[src/rtl/dmem_lsu_pkg.sv]
// Shared types and helpers for the RV32I data-memory load/store unit.
// Holds the FSM state, funct3 codes, the latched request and byte-enable generation.
package lsu_pkg;

  typedef enum logic [1:0] {
    IDLE,
    ISSUE,
    WAIT,
    RESP
  } lsu_state_t;

  localparam logic [2:0] F3_B  = 3'b000;
  localparam logic [2:0] F3_H  = 3'b001;
  localparam logic [2:0] F3_W  = 3'b010;
  localparam logic [2:0] F3_BU = 3'b100;
  localparam logic [2:0] F3_HU = 3'b101;

  typedef struct packed {
    logic        we;
    logic [2:0]  funct3;
    logic [31:0] addr;
    logic [31:0] wdata;
  } lsu_req_t;

  // Store byte lanes; funct3[1:0] carries the access size for both signed and unsigned codes.
  function automatic logic [3:0] be_gen(input logic [2:0] funct3, input logic [1:0] addr_lo);
    case (funct3[1:0])
      2'b00:   return 4'b0001 << addr_lo;
      2'b01:   return 4'b0011 << {addr_lo[1], 1'b0};
      default: return 4'b1111;
    endcase
  endfunction

endpackage

[src/rtl/dmem_lsu_if.sv]
// Core request/response handshake plus the word-wide RAM port of the load/store unit.
// master = core and RAM side, slave = the load/store unit.
interface dmem_lsu_if #(
  parameter int AW = 8
);
  logic          req_valid;
  logic          req_ready;
  logic          req_we;
  logic [2:0]    req_funct3;
  logic [31:0]   req_addr;
  logic [31:0]   req_wdata;
  logic          rsp_valid;
  logic          rsp_ready;
  logic [31:0]   rsp_rdata;
  logic          rsp_err;
  logic          mem_en;
  logic          mem_we;
  logic [3:0]    mem_be;
  logic [AW-1:0] mem_addr;
  logic [31:0]   mem_wdata;
  logic [31:0]   mem_rdata;

  modport master (
    output req_valid, req_we, req_funct3, req_addr, req_wdata, rsp_ready, mem_rdata,
    input  req_ready, rsp_valid, rsp_rdata, rsp_err, mem_en, mem_we, mem_be, mem_addr, mem_wdata
  );

  modport slave (
    input  req_valid, req_we, req_funct3, req_addr, req_wdata, rsp_ready, mem_rdata,
    output req_ready, rsp_valid, rsp_rdata, rsp_err, mem_en, mem_we, mem_be, mem_addr, mem_wdata
  );
endinterface

[src/rtl/dmem_lsu_align.sv]
// Lane steering for the load/store unit: extracts and extends load data from a RAM word,
// and replicates store data across all lanes so the byte enables alone pick the target.
module lsu_align
  import lsu_pkg::*;
(
  input  logic [2:0]  funct3_i,
  input  logic [1:0]  addr_lo_i,
  input  logic [31:0] raw_i,
  output logic [31:0] load_data_o,
  output logic [31:0] store_data_o
);

  logic [7:0]  byte_sel;
  logic [15:0] half_sel;

  assign byte_sel = raw_i[{addr_lo_i, 3'b000} +: 8];
  assign half_sel = raw_i[{addr_lo_i[1], 4'b0000} +: 16];

  always_comb begin
    // NOTE: every output gets a default before the case so no path can infer a latch.
    load_data_o  = raw_i;
    store_data_o = raw_i;
    case (funct3_i)
      F3_B:    load_data_o = {{24{byte_sel[7]}}, byte_sel};
      F3_H:    load_data_o = {{16{half_sel[15]}}, half_sel};
      F3_BU:   load_data_o = {24'h0, byte_sel};
      F3_HU:   load_data_o = {16'h0, half_sel};
      default: load_data_o = raw_i;
    endcase
    case (funct3_i[1:0])
      2'b00:   store_data_o = {4{raw_i[7:0]}};
      2'b01:   store_data_o = {2{raw_i[15:0]}};
      default: store_data_o = raw_i;
    endcase
  end

endmodule

[src/rtl/dmem_lsu.sv]
// RV32I load/store unit: latches one core request, checks it, drives a single RAM
// access and returns an extended, registered response with a valid/ready handshake.
module dmem_lsu
  import lsu_pkg::*;
#(
  parameter int DEPTH   = 256,
  parameter int LATENCY = 1
) (
  input  logic      clk,
  input  logic      reset,
  dmem_lsu_if.slave bus
);

  localparam int         AW     = $clog2(DEPTH);
  localparam logic [1:0] LAT_M1 = 2'(LATENCY - 1);

  lsu_state_t  state_q;
  lsu_req_t    req_q;
  logic [1:0]  cnt_q;
  logic        rsp_valid_q;
  logic        rsp_err_q;
  logic [31:0] rsp_rdata_q;

  logic        bad_f3, misaligned, out_of_range, req_err, mem_go;
  logic [31:0] raw_word, load_data, store_data;

  assign bad_f3 = req_q.we ? !(req_q.funct3 inside {F3_B, F3_H, F3_W})
                           :  (req_q.funct3 inside {3'b011, 3'b110, 3'b111});
  assign misaligned   = ((req_q.funct3[1:0] == 2'b01) && req_q.addr[0]) ||
                        ((req_q.funct3[1:0] == 2'b10) && (req_q.addr[1:0] != 2'b00));
  assign out_of_range = |req_q.addr[31:AW+2];
  assign req_err      = bad_f3 || misaligned || out_of_range;

  assign raw_word = req_q.we ? req_q.wdata : bus.mem_rdata;

  lsu_align u_align (
    .funct3_i     (req_q.funct3),
    .addr_lo_i    (req_q.addr[1:0]),
    .raw_i        (raw_word),
    .load_data_o  (load_data),
    .store_data_o (store_data)
  );

  // Reset gates the strobe directly so a reset landing in ISSUE can never write RAM.
  assign mem_go        = (state_q == ISSUE) && !req_err && !reset;
  assign bus.mem_en    = mem_go;
  assign bus.mem_we    = mem_go && req_q.we;
  assign bus.mem_be    = !mem_go  ? 4'b0000 :
                         req_q.we ? be_gen(req_q.funct3, req_q.addr[1:0]) : 4'b1111;
  assign bus.mem_addr  = req_q.addr[AW+1:2];
  assign bus.mem_wdata = store_data;

  assign bus.req_ready = (state_q == IDLE) && !reset;
  assign bus.rsp_valid = rsp_valid_q;
  assign bus.rsp_err   = rsp_err_q;
  assign bus.rsp_rdata = rsp_rdata_q;

  // NOTE: sequential state uses non-blocking assignments so every register sees pre-edge values.
  always_ff @(posedge clk) begin
    if (reset) begin
      state_q     <= IDLE;
      // NOTE: the request payload is reset too, keeping mem_addr/mem_wdata defined out of reset.
      req_q       <= '0;
      cnt_q       <= '0;
      rsp_valid_q <= 1'b0;
      rsp_err_q   <= 1'b0;
      rsp_rdata_q <= '0;
    end else begin
      case (state_q)
        IDLE: if (bus.req_valid) begin
          req_q   <= '{we: bus.req_we, funct3: bus.req_funct3,
                       addr: bus.req_addr, wdata: bus.req_wdata};
          state_q <= ISSUE;
        end
        ISSUE: begin
          if (req_err || req_q.we) begin
            rsp_valid_q <= 1'b1;
            rsp_err_q   <= req_err;
            rsp_rdata_q <= '0;
            state_q     <= RESP;
          end else begin
            cnt_q   <= LAT_M1;
            state_q <= WAIT;
          end
        end
        WAIT: begin
          if (cnt_q == 2'd0) begin
            rsp_valid_q <= 1'b1;
            rsp_err_q   <= 1'b0;
            rsp_rdata_q <= load_data;
            state_q     <= RESP;
          end else begin
            cnt_q <= cnt_q - 2'd1;
          end
        end
        RESP: if (bus.rsp_ready) begin
          rsp_valid_q <= 1'b0;
          rsp_err_q   <= 1'b0;
          rsp_rdata_q <= '0;
          state_q     <= IDLE;
        end
        default: state_q <= IDLE;
      endcase
    end
  end

endmodule

[src/flat_wrapper.sv]
// flat-port wrapper written by rule: the top's interface ports become plain ports
module dmem_lsu_flat import lsu_pkg::*;
#(
  parameter int DEPTH   = 256,
  parameter int LATENCY = 1
)
  (clk, reset, bus_req_valid, bus_req_we, bus_req_funct3, bus_req_addr, bus_req_wdata, bus_rsp_ready, bus_mem_rdata, bus_req_ready, bus_rsp_valid, bus_rsp_rdata, bus_rsp_err, bus_mem_en, bus_mem_we, bus_mem_be, bus_mem_addr, bus_mem_wdata);
  dmem_lsu_if #(.AW((8))) bus_i ();
  input  logic clk;
  input  logic reset;
  input wire logic [$bits(bus_i.req_valid)-1:0] bus_req_valid;
  input wire logic [$bits(bus_i.req_we)-1:0] bus_req_we;
  input wire logic [$bits(bus_i.req_funct3)-1:0] bus_req_funct3;
  input wire logic [$bits(bus_i.req_addr)-1:0] bus_req_addr;
  input wire logic [$bits(bus_i.req_wdata)-1:0] bus_req_wdata;
  input wire logic [$bits(bus_i.rsp_ready)-1:0] bus_rsp_ready;
  input wire logic [$bits(bus_i.mem_rdata)-1:0] bus_mem_rdata;
  output wire logic [$bits(bus_i.req_ready)-1:0] bus_req_ready;
  output wire logic [$bits(bus_i.rsp_valid)-1:0] bus_rsp_valid;
  output wire logic [$bits(bus_i.rsp_rdata)-1:0] bus_rsp_rdata;
  output wire logic [$bits(bus_i.rsp_err)-1:0] bus_rsp_err;
  output wire logic [$bits(bus_i.mem_en)-1:0] bus_mem_en;
  output wire logic [$bits(bus_i.mem_we)-1:0] bus_mem_we;
  output wire logic [$bits(bus_i.mem_be)-1:0] bus_mem_be;
  output wire logic [$bits(bus_i.mem_addr)-1:0] bus_mem_addr;
  output wire logic [$bits(bus_i.mem_wdata)-1:0] bus_mem_wdata;
  assign bus_i.req_valid = bus_req_valid;
  assign bus_i.req_we = bus_req_we;
  assign bus_i.req_funct3 = bus_req_funct3;
  assign bus_i.req_addr = bus_req_addr;
  assign bus_i.req_wdata = bus_req_wdata;
  assign bus_i.rsp_ready = bus_rsp_ready;
  assign bus_i.mem_rdata = bus_mem_rdata;
  assign bus_req_ready = bus_i.req_ready;
  assign bus_rsp_valid = bus_i.rsp_valid;
  assign bus_rsp_rdata = bus_i.rsp_rdata;
  assign bus_rsp_err = bus_i.rsp_err;
  assign bus_mem_en = bus_i.mem_en;
  assign bus_mem_we = bus_i.mem_we;
  assign bus_mem_be = bus_i.mem_be;
  assign bus_mem_addr = bus_i.mem_addr;
  assign bus_mem_wdata = bus_i.mem_wdata;
  dmem_lsu #(.DEPTH(DEPTH), .LATENCY(LATENCY)) u_core (.clk(clk), .reset(reset), .bus(bus_i));
endmodule
[config.mk]
export PLATFORM = sky130hd
export DESIGN_NAME = dmem_lsu_flat
export DESIGN_NICKNAME = d
export VERILOG_FILES = /design/src/rtl/dmem_lsu_pkg.sv /design/src/rtl/dmem_lsu_if.sv /design/src/rtl/dmem_lsu_align.sv /design/src/rtl/dmem_lsu.sv /design/src/flat_wrapper.sv
export SDC_FILE = /design/constraint.sdc
export NUM_CORES = 1
export LEC_CHECK = 0
export BUFFER_PORTS_ARGS = -buffer_cell sky130_fd_sc_hd__clkbuf_2
export CAP_MARGIN = 20
export CORE_ASPECT_RATIO = 1.4
export CORE_MARGIN = 2
export CORE_UTILIZATION = 40
export DETAILED_ROUTE_END_ITERATION = 8
export PLACE_DENSITY = 0.66
export SLEW_MARGIN = 0
export SYNTH_ARGS = -nofsm -noshare
export SYNTH_HDL_FRONTEND = slang
export SYNTH_SLANG_ARGS = --single-unit
[constraint.sdc]
create_clock -name clk -period 2.79 [get_ports clk]
set_clock_uncertainty 0.15 [all_clocks]
set_input_delay 0.4185 -clock clk [delete_from_list [all_inputs] [get_ports clk]]
set_output_delay 0.4185 -clock clk [all_outputs]
set_load 0.01 [all_outputs]
==> impl_metrics.yaml <==
power_and_ir_drop:
  total_power_mw: 5.61
  ir_drop_uv: 396
  cellPowerDensity_nw_per_um2: 815
  leakage_nw: 2.94
die:
  coreArea_sq_um: 13400
  core.rowCount: 50
  io_pins: 185
  die_area_sq_um: 14700
  start_util: 0.409
  die_w_um: 103
  fp.dieH_um: 142
clock_tree:
  clock_latency_ps: 350
  htreeDepth: 3
  cts_root_buffer: "clkbuf_16"
  tritoncts: "yes"
  cts.sinks: 106
  cts.clk_slew.worst_paths_ps: 80
  cts_buffer_depth: 2
  cts_hold_buf: 0
  cts_buffers: 9
cells_and_area:
  fillCellCount: 1401
  syn_to_final_growth_pct: 25.7
  layout.nets: 937
  drive_gt1_frac: 0.323
  n_antenna_cell: 0
routing:
  ant_nets: 0
  drt_iter0_markers: 330
  drt_wl_total_um: 17100
  drc: 0
  route.vias.total: 5324
  via_per_inst: 5.25
  first_pass_iters: 5
  wl_per_cell_um: 16.8
synthesis:
  synthXorXnorAreaFrac: 0
  syn-num-nets: 779
  synth_fa_ha_area_frac: 0.0137
  syn_inst: 669
  yosys_register_bits: 106
  synth_top_family_by_area: "compound AO/OA/AOI/OAI gates"
  synth_edf_count: 0
  synth_compound_area_frac: 0.213
  yosysSeqAreaShare: 0.388
  yosys.area_share.simple: 0.207
  syn_area_sq_um: 5470
  synth_area_per_cell_sq_um: 8.18
  synth_cell_types: 53
  yosys_warnings: 0
  synthArstFlopShare: 0
  ys.flop_type: "dfxtp_1"
  synth_mux_area_frac: 0.112
worst_setup_path:
  worst-endpoint-arrival_ps: 2300
  crit_required_ps: 2220
  cp_slowest_stage_delay_ps: 530
  worstSetupPathType: "flip-flop to primary output"
  crit_fanout: 5
  crit_path_cell_trace: "or4_4 -> or3_4 -> nor3_4 -> nand3b_1 -> buf_6 -> a21oi_2 -> buf_2"
  slowest_stage: "or4_4"
  end_kind: "primary output"
  cp-start-kind: "flip-flop"
  path_buf_inv: 2
  critical_path.top_delay_family: "simple AND/OR/NAND/NOR gates"
sta:
  tightest_slew_ps: 608
  holdWs_ps: 124
  finalCritPeriodShare: 1.03
  fin_crit_ps: 2870
  rsz0062_at_grt: "yes"
  finalSetupViolations: 6
  slew_viol_final: 0
  clock.fmax_ghz: 0.349
  timing.slew.headroom: 0.595
  finalWorstSetupSlack_ps: -78.8
  hold_viol_final: 0
outcome:
  violations: "negative setup slack"
  outcome: "finished with violations"
grt:
  antenna_found_initial: 0
  grt_max_degree: 65
  grt_pass1_vias: 4925
  grt_pass1_wl_um: 25800
  overflow: 0
  track_usage: 0.229
run:
  max_cap_viol_count: 0
placed_design:
  dp_hpwl_um: 12800
  place.port_buffers: 184
  gp_routability_congestion: 0.887
min_path:
  hp-class: "primary input to flip-flop"
-- where the power goes --
| group | switching [mW] | internal, mW |
|---|---|---|
| Combinational | 1.44 | 0.978 |
| Clock | 0.641 | 0.634 |
| Sequential | 0.166 | 1.75 |
-- sequential cells by signal, summed over array words and instances (netlist names) --
register / count
u_core.bus.rsp_err: 1
u_core.bus.mem_addr: 8
u_core.bus.rsp_rdata: 32
u_core.req_q: 60
u_core.bus.rsp_valid: 1
u_core.state_q: 2
u_core.cnt_q: 2
-- kinds of logic after synthesis --
family | count (synthesis)
flip-flops | 106
adder cells (fa/ha/maj) | 6
multiplexers | 54
buffers and inverters | 77
AO/OA/AOI/OAI | 181
AND/OR/NAND/NOR | 245
-- synth_stat cells, types with 2 or more instances --
cell type | instances | share of area
a211oi_1 | 4 | 0.0055
a21oi_1 | 84 | 0.077
a221oi_1 | 15 | 0.024
a22o_1 | 16 | 0.026
and2_1 | 2 | 0.0023
buf_1 | 3 | 0.0021
buf_2 | 5 | 0.0046
buf_4 | 13 | 0.018
buf_6 | 3 | 0.0062
clkbuf_1 | 37 | 0.025
dfxtp_1 | 106 | 0.39
ha_1 | 6 | 0.014
inv_1 | 16 | 0.011
mux2_2 | 19 | 0.039
mux2i_1 | 31 | 0.057
mux4_2 | 4 | 0.016
nand2_1 | 160 | 0.11
nand2b_1 | 12 | 0.014
nand3_1 | 2 | 0.0018
nor2_1 | 18 | 0.012
nor2b_1 | 13 | 0.015
nor3_1 | 10 | 0.0091
nor4_1 | 4 | 0.0046
o21a_1 | 16 | 0.022
o21ai_0 | 24 | 0.022
o21ai_1 | 2 | 0.0018
o22ai_1 | 9 | 0.010
o2bb2ai_1 | 2 | 0.0032
or3_1 | 2 | 0.0023
or4_1 | 8 | 0.011
-- final timing paths --
check                                        from                  endpoint  slack (ps)  cells past startpoint
worst max register to register  u_core.state_q[0]  u_core.bus.rsp_rdata[10]         260                      8
worst min register to register    u_core.cnt_q[0]           u_core.cnt_q[0]         280                      1
worst min-delay path              bus_req_addr[4]    u_core.bus.mem_addr[2]         120                      3
worst max-delay path             u_core.req_q[63]             bus_mem_be[2]         -80                      7
-- worst reg2reg max path: stages (launching register included) --
cell,delay [ps]
dfxtp_1,400
inv_1,100
ha_1,250
nor2b_1,170
a21oi_1,210
nand2b_1,270
buf_4,250
or3_1,450
o21ai_0,200
-- placed cells by master (no fill, tap or decap), drive strengths merged, types with 10 or more instances in the layout --
cell type	n
mux2i	31
nand2	160
nor3	10
dfxtp	106
inv	20
a21oi	85
o21a	16
mux2	19
buf	30
nor2b	13
nor2	19
a22o	16
o21ai	26
nand2b	12
a221oi	15
clkbuf	187
-- what timing repair did --
| item | 4_1_cts | 5_1_grt |
|---|---|---|
| buffers inserted | 3 | 1 |
| resized for setup | 9 | 6 |
| pin swaps | 4 | 2 |
| setup endpoints to repair | 6 | 26 |
| hold endpoints to repair | 0 | 0 |
-- per-stage QoR --
stage          TNS [ps]  cell area, sq um  std cells  utilization  setup slack [ps]
2_1_floorplan         0              5470        669            -               417
3_5_place_dp          0              6510        994        0.486               100
3_3_place_gp          0              6510        994        0.486               154
5_1_grt            -773              6880       1014        0.514              -153
6_report           -322              6880       1014        0.514             -78.8
4_1_cts            -237              6860       1013        0.512             -56.6
-- layout make-up --
cell class              instances  area (sq um)  share of cell area
clock buffers                   9           225              0.0327
clock inverters                 7          71.3              0.0104
inverters                      16          60.1             0.00873
multi-input cells             486          3020               0.439
flip-flops and latches        106          2120               0.309
well taps                     182           228              0.0331
repair buffers                208          1150               0.168
-- per-layer routing --
metal  part of all wire  GRT usage  vias up  routed length, um
li1                   -          -     2648                  -
met1               0.40      0.278     2422               6870
met2               0.49      0.385      213               8290
met3              0.072     0.0506       41               1230
met4              0.040     0.0997        0                689
met5                  0          0        -                  0
No activity file was read; power rests on OpenSTA's default activity.
